==> config.mk <==
export PLATFORM = sky130hd
export DESIGN_NAME = gated_updown_counter
export DESIGN_NICKNAME = d
export VERILOG_FILES = /design/src/rtl/gated_updown_counter.sv
export SDC_FILE = /design/constraint.sdc
export NUM_CORES = 1
export LEC_CHECK = 0
export CORE_MARGIN = 2
export CORE_UTILIZATION = 60
export DETAILED_ROUTE_END_ITERATION = 6
export PLACE_DENSITY_LB_ADDON = 0.25
export SYNTH_ARGS = -nofsm -noshare
export SYNTH_HDL_FRONTEND = slang
export SYNTH_SLANG_ARGS = --single-unit
==> constraint.sdc <==
create_clock -name clk -period 5.2 [get_ports clk]
set_clock_uncertainty 0.1 [all_clocks]
set_input_delay 0.52 -clock clk [delete_from_list [all_inputs] [get_ports clk]]
set_output_delay 0.52 -clock clk [all_outputs]
set_load 0.005 [all_outputs]
==> src/rtl/gated_updown_counter.sv <==
// gated_updown_counter: WIDTH-bit modulo-MOD up/down counter.
// The count register is clocked through an integrated clock gating cell, so
// it only sees an edge on cycles that request work (count, clear, load or
// scan bypass). An ungated idle monitor reports long gate-closed stretches.

// Integrated clock gating cell: the enable is captured while clk_in is low,
// so clk_out can only pulse for a full high phase and never glitches.
module gated_updown_icg (
  input  logic clk_in,
  input  logic enable,
  output logic clk_out
);
  logic en_latch;

  // Transparent-low enable latch.
  always_latch begin
    if (!clk_in) en_latch <= enable;
  end

  assign clk_out = clk_in & en_latch;
endmodule

module gated_updown_counter #(
  parameter int          WIDTH       = 8,
  parameter longint      MOD         = longint'(1) << WIDTH,
  parameter bit          SATURATE    = 1'b0,
  parameter int          IDLE_THRESH = 16
) (
  input  logic             clk,
  input  logic             rst_n,
  input  logic             en,
  input  logic             up_dn,
  input  logic             clr,
  input  logic             load,
  input  logic [WIDTH-1:0] load_val,
  input  logic             test_en,
  output logic [WIDTH-1:0] count,
  output logic             wrap,
  output logic             gate_open,
  output logic             idle
);
  // All count arithmetic runs one bit wider than the register so that the
  // upper bound and the +1 step never alias when the modulus is below 2**WIDTH.
  localparam logic [WIDTH:0] MAX_W    = (WIDTH+1)'(MOD - 64'd1);
  localparam logic [WIDTH:0] ONE_W    = (WIDTH+1)'(1);
  localparam logic [15:0]    THRESH_W = 16'(IDLE_THRESH);

  logic             gate_req;
  logic             gated_clk;
  logic [WIDTH-1:0] count_q,    count_d;
  logic             wrap_q,     wrap_d;
  logic             gate_open_q;
  logic [15:0]      idle_cnt_q, idle_cnt_d;
  logic             idle_q,     idle_d;
  logic [WIDTH:0]   count_ext;
  logic [WIDTH:0]   load_ext;
  logic [WIDTH:0]   count_nxt;
  logic             at_bound;

  assign gate_req = en | clr | load | test_en;

  gated_updown_icg u_icg (
    .clk_in  (clk),
    .enable  (gate_req),
    .clk_out (gated_clk)
  );

  // Next count: clr beats load beats en; test_en alone just holds.
  always_comb begin
    count_ext = {1'b0, count_q};
    load_ext  = {1'b0, load_val};
    count_nxt = count_ext;
    at_bound  = 1'b0;
    if (clr) begin
      count_nxt = '0;
    end else if (load) begin
      count_nxt = (load_ext > MAX_W) ? MAX_W : load_ext;
    end else if (en) begin
      if (up_dn) begin
        at_bound  = (count_ext == MAX_W);
        count_nxt = at_bound ? (SATURATE ? MAX_W : '0) : count_ext + ONE_W;
      end else begin
        at_bound  = (count_ext == '0);
        count_nxt = at_bound ? (SATURATE ? '0 : MAX_W) : count_ext - ONE_W;
      end
    end
    count_d = count_nxt[WIDTH-1:0];
    wrap_d  = at_bound;
  end

  // Idle run length: restarts on any request, otherwise climbs to threshold.
  always_comb begin
    if (gate_req)                    idle_cnt_d = '0;
    else if (idle_cnt_q == THRESH_W) idle_cnt_d = idle_cnt_q;
    else                             idle_cnt_d = idle_cnt_q + 16'd1;
    idle_d = (idle_cnt_d == THRESH_W);
  end

  // Count register: the only flop on the gated clock.
  always_ff @(posedge gated_clk or negedge rst_n) begin
    if (!rst_n) count_q <= '0;
    else        count_q <= count_d;
  end

  // Free-running flops: wrap pulse, gate status and idle monitor.
  always_ff @(posedge clk or negedge rst_n) begin
    if (!rst_n) begin
      wrap_q      <= 1'b0;
      gate_open_q <= 1'b0;
      idle_cnt_q  <= '0;
      idle_q      <= 1'b0;
    end else begin
      wrap_q      <= wrap_d;
      gate_open_q <= gate_req;
      idle_cnt_q  <= idle_cnt_d;
      idle_q      <= idle_d;
    end
  end

  assign count     = count_q;
  assign wrap      = wrap_q;
  assign gate_open = gate_open_q;
  assign idle      = idle_q;
endmodule

### Word-level counts from Yosys, hierarchy flattened

Index checks and enable logic that the tools add are counted.

| word-level totals | value |
|---|---|
| input bits | 15 |
| bits in latches | 1 |
| logic and storage cells | 31 |
| output and inout port bits | 11 |
| bits in registers | 27 |

| operators by class | value |
|---|---|
| add/sub/neg operators | 3 |
| equality and inequality tests | 3 |
| reductions and logical operators | 2 |
| muxes and demuxes | 13 |
| bitwise gates (word level) | 4 |

Operator list:

| kind | count |
|---|---|
| two-way mux 8 bit | 6 |
| equality test 16 x 5 -> 1 bit (second input constant) | 2 |
| two-way mux 16 bit | 2 |
| adder 16 x 1 -> 16 bit (second input constant) | 1 |
| adder 8 x 1 -> 8 bit (second input constant) | 1 |
| equality test 8 bit (second input constant) | 1 |
| logical NOT 8 bit | 1 |
| subtractor 8 x 1 -> 8 bit (second input constant) | 1 |
| two-way mux 1 bit | 5 |
| OR 1 bit | 3 |
| nonzero test 3 bit | 1 |
| AND 1 bit | 1 |

### Longest topological paths before layout

Gate-level depths: netlist (run 1).

| logic depth | value |
|---|---|
| depth in word-level cells | 6 |
| depth in mapped cells | 8 |
| mapped depth without buffers | 7 |

### Modules after synthesis

A second synthesis (run 1) with hierarchy kept.

| unflattened totals | value |
|---|---|
| cells, all modules | 233 |
| area total of the unflattened synthesis | 2037.0 µm² |

Modules (own cells, without submodules):

| module | seq. area each (µm²) | instances | area each (µm²) | cells each |
|---|---|---|---|---|
| gated_updown_counter | 675.6 | 1 | 2015.7 | 231 |
| gated_updown_icg | 0.0 | 1 | 21.3 | 2 |

==> flow_metrics.py, run 1 <==
metrics = {
    "global_routing": {
        "overflow": 0,
        "grt_pass1_wl_um": 7748,
        "antenna_found_initial": 0,
        "grt_use_total_pct": 25.42,
        "grt_pass1_vias": 1667,
        "grt_max_degree": 28,
    },
    "finish": {
        "fill_cells": 271,
        "most-common-layout-cells": "28 x nor2_1, 27 x dfrtp_1, 25 x clkdlybuf4s50_1",
        "nNetsFinal": 276,
        "drive_above_1_share_pct": 11.76,
        "layout.cells.non_filler": 301,
        "final_area_um2": 2376,
        "antennaDiodeCount": 0,
        "syn_to_final_growth_pct": 16.50,
        "seq_area_um2": 690.7,
        "layout_commonest_cell": "nor2_1",
        "multiInputGateArea_um2": 1214,
    },
    "pwr": {
        "peakVddDrop_mv": 0.1767,
        "power_density_nw_per_um2": 212.3,
        "leakage_nw": 0.9511,
    },
    "placement": {
        "dpl.hpwl_um": 3133,
        "port_buffers": 25,
        "routabilityCongestion": 0.8605,
        "dp.cells": 290,
        "place_area_um2": 2287,
    },
    "setup_path": {
        "arrival_ns": 1.76,
        "reg2reg_from": "count[0]",
        "cp-start-kind": "input pin",
        "critPathBufInv": 1,
        "cp-end-kind": "latch",
        "slowest_stage": "clkdlybuf4s50_1",
        "crit_chain": "clkdlybuf4s50_1, or4_1",
        "crit_family": "buffers and inverters",
        "cp_max_fo": 12,
        "cp.required_ns": 3.05,
        "worstSetupStartpoint": "en",
        "cpPeakStageDelay_ns": 0.63,
        "crit_type": "input pin to latch",
    },
    "sta": {
        "maxSlewViolCount": 0,
        "tightest_slew_ns": 0.4454,
        "relSlewSlack_pct": 69.54,
        "finalHoldViolCount": 0,
        "rsz0062_at_grt": "no",
        "finalSetupViolations": 0,
        "fin_tns_setup_ns": 0,
    },
    "die": {
        "initial_core_util_pct": 61.60,
        "die_h_um": 62.30,
        "die_width_um": 62.30,
        "core_region_area_um2": 3311,
        "floorplan.rows": 21,
        "top_level_ports": 26,
        "dieArea_um2": 3881,
    },
    "yosys": {
        "synth_top_family_by_area": "simple AND/OR/NAND/NOR gates",
        "synthArstFlopShare_pct": 96.43,
        "postSynthAreaPerCell_um2": 8.867,
        "synth_compound_area_share_pct": 14.36,
        "ys_types": 59,
        "synth_mux_area_share_pct": 3.006,
        "synth-adder-area-share_pct": 3.067,
        "yosys_warnings": 0,
        "synth_nets": 250,
        "synth_xor_area_share_pct": 8.160,
        "syn_area_um2": 2039,
        "syn_inst": 230,
        "synth_edf_count": 0,
        "ys_seq_elements": 28,
        "ys.flop_type": "dfrtp_1",
        "synthSimpleGateAreaFrac_pct": 30.92,
    },
    "detailed_routing": {
        "initialDrtViolationCount": 120,
        "ant_nets": 0,
        "wl_per_cell_um": 15.08,
        "num_vias": 1803,
        "drcViolationCount": 0,
        "wl_um": 4539,
        "vias_per_cell": 5.990,
        "firstDrtPassIters": 4,
    },
    "clock_tree": {
        "cts_tree": "done",
        "clk_latency_ns": 0.61,
        "post_cts_buffers": 0,
        "postCtsResizedCells": 0,
        "hold_buffers": 0,
        "cts.clk_slew.worst_paths_ns": 0.08,
    },
    "run": {
        "drv_cap": 0,
    },
    "worst_hold_path": {
        "worstHoldPathType": "input pin to asynchronous set/reset pin",
    },
    "outcome": {
        "outcome": "finished clean",
    },
}
worst paths after layout:
kind | to | slack, ns | cells past startpoint
max in group asynchronous | idle_cnt_q[8] | 4.52 | 2
max in group gated | clock gate | 1.73 | 0
min in group clk | count[2] | 0.37 | 3
max reg2reg | count[6] | 3.00 | 7
min | count[5] | 0.18 | 2
min in group gated | clock gate | 0.50 | 0
max | u_icg.en_latch | 1.29 | 2
min reg2reg | idle_cnt_q[15] | 0.53 | 2
power breakdown:
part | total (mW) | switching [mW] | internal, mW
Clock | 0.194 | 0.0877 | 0.106
Combinational | 0.0803 | 0.0388 | 0.0415
Sequential | 0.231 | 0.0132 | 0.217
Total | 0.504 | 0.140 | 0.365
per-layer routing:
metal / vias up / routed length (um) / GRT usage [%] / part of all wire, %
li1: 888 / - / - / -
met1: 833 / 2276 / 36.93 / 50
met2: 70 / 1893 / 34.78 / 42
met3: 12 / 279 / 6.522 / 6.1
met4: 0 / 89 / 13.06 / 2.0
met5: - / 0 / 0 / 0
sequential cells by signal (all words and copies together) (netlist names):
| register | cells |
|---|---|
| idle_cnt_q | 16 |
| gate_open | 1 |
| idle | 1 |
| count | 8 |
| u_icg.en_latch | 1 |
| wrap | 1 |
stage by stage:
stage	util [%]	total power, mW	hold slack (ns)	worst slack (ns)
4_1_cts	71.77	0.5098	0.1756	1.292
3_3_place_gp	69.09	0.3260	0.1279	0.7774
3_5_place_dp	69.09	0.3269	0.1284	0.7475
5_1_grt	71.77	0.5307	0.1853	1.250
6_report	71.77	0.5045	0.1770	1.294
2_1_floorplan	-	0.2910	0.1244	1.039
worst reg2reg max path: cells and delay by family (launching register included):
kind | cells | cell delay (ns)
AOI/OAI and AO/OA | 2 | 0.40
and+or+nand+nor | 3 | 0.74
DFF | 1 | 0.49
buffers and inverters | 1 | 0.13
adders and majority gates | 1 | 0.25
synthesized netlist by cell type (5+ instances only):
| cell | instances | area, um^2 |
|---|---|---|
| dfrtp_1 | 27 | 675.7 |
| ha_1 | 5 | 62.56 |
| nand3_1 | 11 | 55.05 |
| xnor2_1 | 13 | 113.9 |
| mux2i_1 | 5 | 50.05 |
| nor2_1 | 28 | 105.1 |
| inv_1 | 12 | 45.04 |
| and3_1 | 5 | 31.28 |
| nand2_1 | 11 | 41.29 |
| a21oi_1 | 10 | 50.05 |
| xor2_1 | 6 | 52.55 |
| buf_2 | 6 | 30.03 |
| nand4_1 | 5 | 31.28 |
| nor3_1 | 9 | 45.04 |
cell type report:
class,count,area share [%]
Inverter,12,1.896
Timing Repair Buffer,29,11.80
Multi-Input combinational cell,175,51.08
Tap cell,46,2.422
Clock buffer,11,3.739
Sequential cell,28,29.07
cells by family after synthesis:
logic type	Yosys count
compound gates	40
xor+xnor	19
fa+ha+maj	5
buf+inv	27
flops	27
latches	1
mux	6
simple gates	105
Note: power is estimated with default switching activity, not from simulation.
==> inputs of run 2 (changes only) <==
--- a/config.mk
+++ b/config.mk
@@ -6,7 +6,7 @@
 export NUM_CORES = 1
 export LEC_CHECK = 0
 export CORE_MARGIN = 2
-export CORE_UTILIZATION = 60
+export CORE_UTILIZATION = 55
 export DETAILED_ROUTE_END_ITERATION = 6
 export PLACE_DENSITY_LB_ADDON = 0.25
 export SYNTH_ARGS = -nofsm -noshare
==> constraint.sdc (replaced) <==
create_clock -name clk -period 4 [get_ports clk]
set_clock_uncertainty 0.1 [all_clocks]
set_input_delay 0.4 -clock clk [delete_from_list [all_inputs] [get_ports clk]]
set_output_delay 0.4 -clock clk [all_outputs]
set_load 0.005 [all_outputs]
==> flow_metrics.py, run 2 (synthesized netlist as in run 1, its figures left out) <==
metrics = {
    "outcome": {
        "outcome": "finished clean",
    },
    "setup_path": {
        "cp-start-kind": "input pin",
        "ff2ff_path_depth": 7,
        "cp_max_fo": 2,
        "cpPeakStageDelay_ns": 0.56,
        "cp.depth": 2,
        "crit_family": "simple AND/OR/NAND/NOR gates",
        "crit_type": "input pin to latch",
        "arrival_ns": 1.38,
        "crit_chain": "clkdlybuf4s50_1, or4_1",
        "cp.required_ns": 2.42,
        "slowest_stage": "or4_1",
        "critPathBufInv": 1,
        "cp-end-kind": "latch",
    },
    "global_routing": {
        "grt_pass1_wl_um": 8217,
        "grt_max_degree": 28,
        "overflow": 0,
        "grt_pass1_vias": 1719,
        "grt_use_total_pct": 25.55,
        "antenna_found_initial": 0,
    },
    "finish": {
        "nNetsFinal": 277,
        "postLayoutCoreUtil_pct": 67.90,
        "seq_area_um2": 690.7,
        "antennaDiodeCount": 0,
        "layout_commonest_cell": "nor2_1",
        "multiInputGateArea_um2": 1214,
        "largest_register_ffs": 16,
        "drive_above_1_share_pct": 12.11,
        "most-common-layout-cells": "28 x nor2_1, 27 x dfrtp_1, 25 x clkdlybuf4s50_1",
        "fill_cells": 285,
        "top_register": "idle_cnt_q",
        "syn_to_final_growth_pct": 20.06,
    },
    "die": {
        "initial_core_util_pct": 56.56,
        "core_region_area_um2": 3606,
        "floorplan.rows": 22,
        "dieArea_um2": 4211,
        "top_level_ports": 26,
        "die_h_um": 64.90,
        "die_width_um": 64.90,
    },
    "detailed_routing": {
        "vias_per_cell": 6.063,
        "drt-met1-wl_um": 2241,
        "dr_wl_met3_um": 324,
        "top_layer": "met4",
        "initialDrtViolationCount": 154,
        "wl_met2_um": 2103,
        "firstDrtPassIters": 5,
        "drcViolationCount": 0,
        "ant_nets": 0,
        "wl_per_cell_um": 15.78,
        "wl_um": 4798,
        "num_vias": 1843,
    },
    "sta": {
        "fin_tns_setup_ns": 0,
        "finalSetupViolations": 0,
        "rsz0062_at_grt": "no",
        "finalHoldViolCount": 0,
        "layout_setup_ws_ns": 1.035,
        "maxSlewViolCount": 0,
        "relSlewSlack_pct": 71.09,
        "tightest_slew_ns": 0.4323,
    },
    "clock_tree": {
        "post_cts_buffers": 0,
        "postCtsResizedCells": 0,
        "cts.clk_slew.worst_paths_ns": 0.05,
        "cts_tree": "done",
        "hold_buffers": 0,
        "clk_latency_ns": 0.59,
    },
    "placement": {
        "dpl.hpwl_um": 3191,
        "routabilityCongestion": 0.9378,
        "port_buffers": 25,
        "place_ws_ns": 0.5231,
    },
    "pwr": {
        "power_density_nw_per_um2": 317.0,
        "leakage_nw": 0.9817,
        "peakVddDrop_mv": 0.2015,
    },
    "run": {
        "drv_cap": 0,
    },
    "worst_hold_path": {
        "worstHoldPathType": "input pin to asynchronous set/reset pin",
    },
}
run 2: changes by cell type in the layout (fill, tap and decap cells not counted):
cell and delta:
clkbuf_4 -10, clkbuf_8 +10, buf_4 +1
run 2: path summary, 6_finish.rpt:
kind                                      from              to  slack (ns)
worst max-delay path                       clr  u_icg.en_latch        1.04
worst min-delay path                     rst_n        count[5]        0.09
worst max register to register        count[0]        count[6]        1.82
worst min register to register  idle_cnt_q[15]  idle_cnt_q[15]        0.51
max in group gated              u_icg.en_latch      clock gate        1.15
max in group asynchronous                rst_n  idle_cnt_q[10]        3.34
min in group clk                   load_val[7]        count[7]        0.27
min in group gated              u_icg.en_latch      clock gate        0.47
run 2: power breakdown:
group	internal [mW]	total, mW	switching [mW]	leakage (nW)
clock network	0.240	0.370	0.130	0.0814
logic	0.0545	0.106	0.0517	0.528
registers	0.283	0.300	0.0170	0.373
total	0.577	0.776	0.199	0.982
run 2: final cells by class:
class	count	share of cell area, %
Clock buffer	11	6.183
Inverter	12	1.840
Multi-Input combinational cell	175	49.57
Sequential cell	28	28.21
Tap cell	48	2.453
Timing Repair Buffer	30	11.75
run 2: routing by layer:
| metal | vias up | GRT usage [%] |
|---|---|---|
| li1 | 885 | - |
| met1 | 869 | 35.36 |
| met2 | 72 | 36.86 |
| met3 | 17 | 6.424 |
| met4 | 0 | 12.77 |
| met5 | - | 0 |
run 2: metrics by stage:
step | hold WS, ns | instances | instance area (um^2) | power, mW
3_5_place_dp | 0.1263 | 293 | 2297 | 0.4257
3_3_place_gp | 0.1300 | 293 | 2297 | 0.4244
2_1_floorplan | 0.004409 | 230 | 2039 | 0.3782
5_1_grt | 0.1481 | 304 | 2449 | 0.8106
4_1_cts | 0.09864 | 304 | 2449 | 0.7823
6_report | 0.09439 | 304 | 2449 | 0.7761
==> inputs of run 3 (changes only) <==
--- a/config.mk
+++ b/config.mk
@@ -6,7 +6,7 @@
 export NUM_CORES = 1
 export LEC_CHECK = 0
 export CORE_MARGIN = 2
-export CORE_UTILIZATION = 55
+export CORE_UTILIZATION = 50
 export DETAILED_ROUTE_END_ITERATION = 6
 export PLACE_DENSITY_LB_ADDON = 0.25
 export SYNTH_ARGS = -nofsm -noshare
==> constraint.sdc (replaced) <==
create_clock -name clk -period 2.7 [get_ports clk]
set_clock_uncertainty 0.1 [all_clocks]
set_input_delay 0.27 -clock clk [delete_from_list [all_inputs] [get_ports clk]]
set_output_delay 0.27 -clock clk [all_outputs]
set_load 0.005 [all_outputs]
==> flow_metrics.py, run 3 (synthesized netlist as in run 1, its figures left out) <==
metrics = {
    "pwr": {
        "switching_share_pct": 24.19,
        "p_seq_share_pct": 36.5,
        "combPwrFrac_pct": 13.1,
        "power_frac_clock_pct": 50.5,
        "total_power_mw": 1.219,
        "p_switching_mw": 0.2948,
        "peakVddDrop_mv": 0.3652,
        "p_int_mw": 0.9241,
        "power_density_nw_per_um2": 492.0,
        "leakage_nw": 0.9928,
    },
    "sta": {
        "tightest_slew_ns": 0.4783,
        "fin_tns_setup_ns": 0,
        "min_period_ns": 2.227,
        "fin_crit_sh_pct": 82.50,
        "rsz0062_at_grt": "no",
        "finalHoldViolCount": 0,
        "finalSetupViolations": 0,
        "relSlewSlack_pct": 68.01,
        "fmax_mhz": 448.9,
        "maxSlewViolCount": 0,
    },
    "die": {
        "top_level_ports": 26,
        "core_region_area_um2": 3971,
        "initial_core_util_pct": 51.35,
        "dieArea_um2": 4606,
        "die_h_um": 67.87,
        "floorplan.rows": 23,
        "die_width_um": 67.87,
    },
    "setup_path": {
        "cpPeakStageDelay_ns": 0.50,
        "cp_max_fo": 9,
        "cp-start-kind": "flop",
        "ff2ff_path_depth": 7,
        "crit_type": "flop to flop",
        "crit_chain": "inv_1, ha_1, nor2b_1, a31o_2, or4b_1, nand4b_1, a31oi_1",
        "slowest_stage": "dfrtp_1",
        "cp-end-kind": "flop",
        "cp.required_ns": 3.06,
        "arrival_ns": 2.59,
    },
    "placement": {
        "routabilityCongestion": 0.8892,
        "port_buffers": 25,
        "dpl.hpwl_um": 3436,
    },
    "detailed_routing": {
        "ant_nets": 0,
        "wl_um": 4985,
        "wl_per_cell_um": 16.24,
        "initialDrtViolationCount": 187,
        "firstDrtPassIters": 4,
        "dr_wl_met3_um": 284,
        "drcViolationCount": 0,
        "vias_per_cell": 5.980,
        "drt-met1-wl_um": 2071,
        "top_layer": "met4",
        "wl_met2_um": 2508,
        "num_vias": 1836,
    },
    "global_routing": {
        "grt_use_total_pct": 23.54,
        "overflow": 0,
        "grt_pass1_vias": 1719,
        "antenna_found_initial": 0,
        "grt_pass1_wl_um": 7866,
        "grt_max_degree": 28,
    },
    "finish": {
        "most-common-layout-cells": "28 x nor2_1, 27 x dfrtp_1, 25 x clkdlybuf4s50_1",
        "antennaDiodeCount": 0,
        "drive_above_1_share_pct": 12.06,
        "largest_register_ffs": 16,
        "top_register": "idle_cnt_q",
        "syn_to_final_growth_pct": 21.47,
        "nNetsFinal": 278,
        "layout_commonest_cell": "nor2_1",
        "fill_cells": 359,
    },
    "worst_hold_path": {
        "worstHoldPathType": "input pin to flop",
        "whs_path_depth": 3,
    },
    "clock_tree": {
        "cts.clk_slew.worst_paths_ns": 0.04,
        "cts_tree": "done",
        "clk_latency_ns": 0.59,
        "postCtsResizedCells": 0,
    },
    "outcome": {
        "outcome": "finished clean",
    },
    "run": {
        "drv_cap": 0,
    },
}
==> run 3: layer usage <==
metal	vias to the layer above	global-route usage, %
met1	864	27.93
met3	14	4.112
met5	-	0
li1	885	-
met2	73	40.56
met4	0	12.50
==> run 3: stage by stage <==
| stage | area [um^2] | hold slack, ns | util [%] | worst slack [ns] | cells |
|---|---|---|---|---|---|
| after CTS | 2477 | 0.1361 | 62.38 | 0.4816 | 307 |
| after floorplan | 2039 | -0.1256 | - | 0.03933 | 230 |
| final | 2477 | 0.1454 | 62.38 | 0.4726 | 307 |
| after global routing | 2477 | 0.1472 | 62.38 | 0.3524 | 307 |
| after global placement | 2300 | 0.1291 | 57.91 | 0.007348 | 295 |
| after detailed placement | 2300 | 0.1310 | 57.91 | 0.006902 | 295 |
==> run 3: layout make-up <==
type	count	area, um^2	share of cell area (%)
inverters	12	45.04	1.818
flip-flops and latches	28	690.7	27.88
multi-input cells	175	1214	48.99
well taps	50	62.56	2.525
clock inverters	1	30.03	1.212
repair buffers	31	297.8	12.02
clock buffers	10	137.6	5.556
==> run 3: worst paths after layout <==
| kind | startpoint | end | slack, ns |
|---|---|---|---|
| setup / recovery | count[0] | count[6] | 0.47 |
| hold / removal | load_val[6] | count[6] | 0.15 |
| setup reg to reg | count[0] | count[6] | 0.47 |
| hold reg to reg | idle_cnt_q[15] | idle_cnt_q[15] | 0.54 |
| max in group gated | u_icg.en_latch | clock gate | 0.55 |
| max in group asynchronous | rst_n | idle_cnt_q[14] | 1.61 |
| min in group gated | u_icg.en_latch | clock gate | 0.44 |
| min in group asynchronous | rst_n | count[0] | 0.52 |
==> run 3: what timing repair did <==
| action | 4_1_cts | 5_1_grt |
|---|---|---|
| endpoints found under the hold margin | 8 | 0 |
| buffers inserted | 0 | 0 |
| hold buffers | 1 | 0 |
==> run 3: worst max-delay path, delay by kind of cell, from the launching register on <==
family          cells  cell delay [ns]
compound gates      2             0.39
fa+ha+maj           1             0.23
buf+inv             1             0.13
flops               1             0.50
simple gates        3             0.75
==> run 3: power by group through the flow <==
| stage | clock network [mW] | registers, mW | logic (mW) |
|---|---|---|---|
| after floorplan | 0.0247 | 0.439 | 0.0965 |
| after global placement | 0.0247 | 0.451 | 0.155 |
| after detailed placement | 0.0247 | 0.451 | 0.157 |
| after CTS | 0.631 | 0.444 | 0.159 |
| after global routing | 0.644 | 0.447 | 0.176 |
| final | 0.615 | 0.444 | 0.159 |
==> RTL edit: new RTL, config.mk and constraints of run 1 <==
`SATURATE`: 1'b0 -> 1'b1.
--- a/src/rtl/gated_updown_counter.sv
+++ b/src/rtl/gated_updown_counter.sv
@@ -23,7 +23,7 @@
 module gated_updown_counter #(
   parameter int          WIDTH       = 8,
   parameter longint      MOD         = longint'(1) << WIDTH,
-  parameter bit          SATURATE    = 1'b0,
+  parameter bit          SATURATE    = 1'b1,
   parameter int          IDLE_THRESH = 16
 ) (
   input  logic             clk,
Check against the original RTL: not checked (the comparison handles one clock edge and no latches or derived clocks); the edit may change what the design does.
==> RTL edit against run 1 <==
  * Cell area down 3.8%
  * Sequential share of layout area up 1.2 points
  * Sequential cell count unchanged
  * Synthesized cell count up 5.7%
  * Wire length up 3.8%
  * Worst hold slack worse by 0.038 ns
  * Worst setup slack better by 0.017 ns
  * Count of clock-buffer cells in the layout unchanged
  * Die area down 3.4%
  * Non-clock buffer count down 1
  * Largest cell class unchanged
  * Power down 0.68%
  * Synthesized area down 3.7%
==> RTL edit: results (changes against run 1) <==
[place]
pre_cts_ws_ns=0.761  ; +0.0135 ns
place.gp.congestion=0.958  ; +11%

[logic_synthesis]
synth_compound_area_share_pct=17.1  ; +2.7 points
synthXorXnorAreaFrac_pct=7.58  ; -0.58 points
netlist_top_cells_area=dfrtp_1 (34%), nor2_1 (5.7%), xnor2_1 (4.5%)
syn-instance-count=243  ; +5.7%
synth_fa_ha_area_share_pct=3.18  ; +0.12 points
synth_common_cells=nor2_1 (30), dfrtp_1 (27), nand2_1 (16)
synth_mux_area_share_pct=1.66  ; -1.4 points

[routing]
wl_per_cell_um=15.4  ; +2.1%
viasPerCell=6.23  ; +3.9%
routed-wl-met3_um=509  ; +82%
drt_iter0_markers=180  ; +50%

[layout]
drive_gt1_share_pct=7.25  ; -4.5 points
nFillCells=237  ; -13%

[power]
peakVddDrop_mv=0.159  ; -10%
switchingPower_uw=147  ; +4.9%
leakagePower_nw=0.868  ; -8.7%

[run_status]
status=complete, no violations

[clocking]
clk_latency_ns=0.64  ; +0.03 ns

[setup_path]
reg2reg_depth=6  ; -1
r2r_slack_ns=2.52  ; -0.48 ns
reg2reg_from=idle_cnt_q[0]$_DFF_PN0_
cp_max_fo=13  ; +1

[global_route]
grt_pass1_wl_mm=7.87  ; +1.6%
grtUsageTotal_pct=29.3  ; +3.9 points

[timing]
max_slew.worst_pin.slew_ns=0.850  ; +0.405 ns

==> RTL edit: final cells by class <==
type	instances	area share, %
multi-input cells	181	49.7
flip-flops and latches	28	30.2
well taps	44	2.41
clock buffers	11	3.45
repair buffers	28	11.9
inverters	14	2.30
==> RTL edit: power by group through the flow <==
stage	Clock, mW	Sequential [mW]	Combinational (mW)
after floorplan	0.0128	0.227	0.0568
after global placement	0.0128	0.237	0.0821
after detailed placement	0.0128	0.237	0.0823
after CTS	0.185	0.233	0.0836
after global routing	0.198	0.234	0.0940
final	0.184	0.234	0.0840
==> RTL edit: metal layers <==
layer,vias up,GRT usage [%]
li1,912,-
met1,867,45.2
met2,113,37.4
met3,13,9.45
met4,0,11.5
met5,-,0
==> RTL edit: cells by family after synthesis <==
logic type,Yosys count
and+or+nand+nor,104
AOI/OAI and AO/OA,52
buffers and inverters,34
DFF,27
xor gates and xnor gates,17
adders and majority gates,5
muxes,3
latches,1
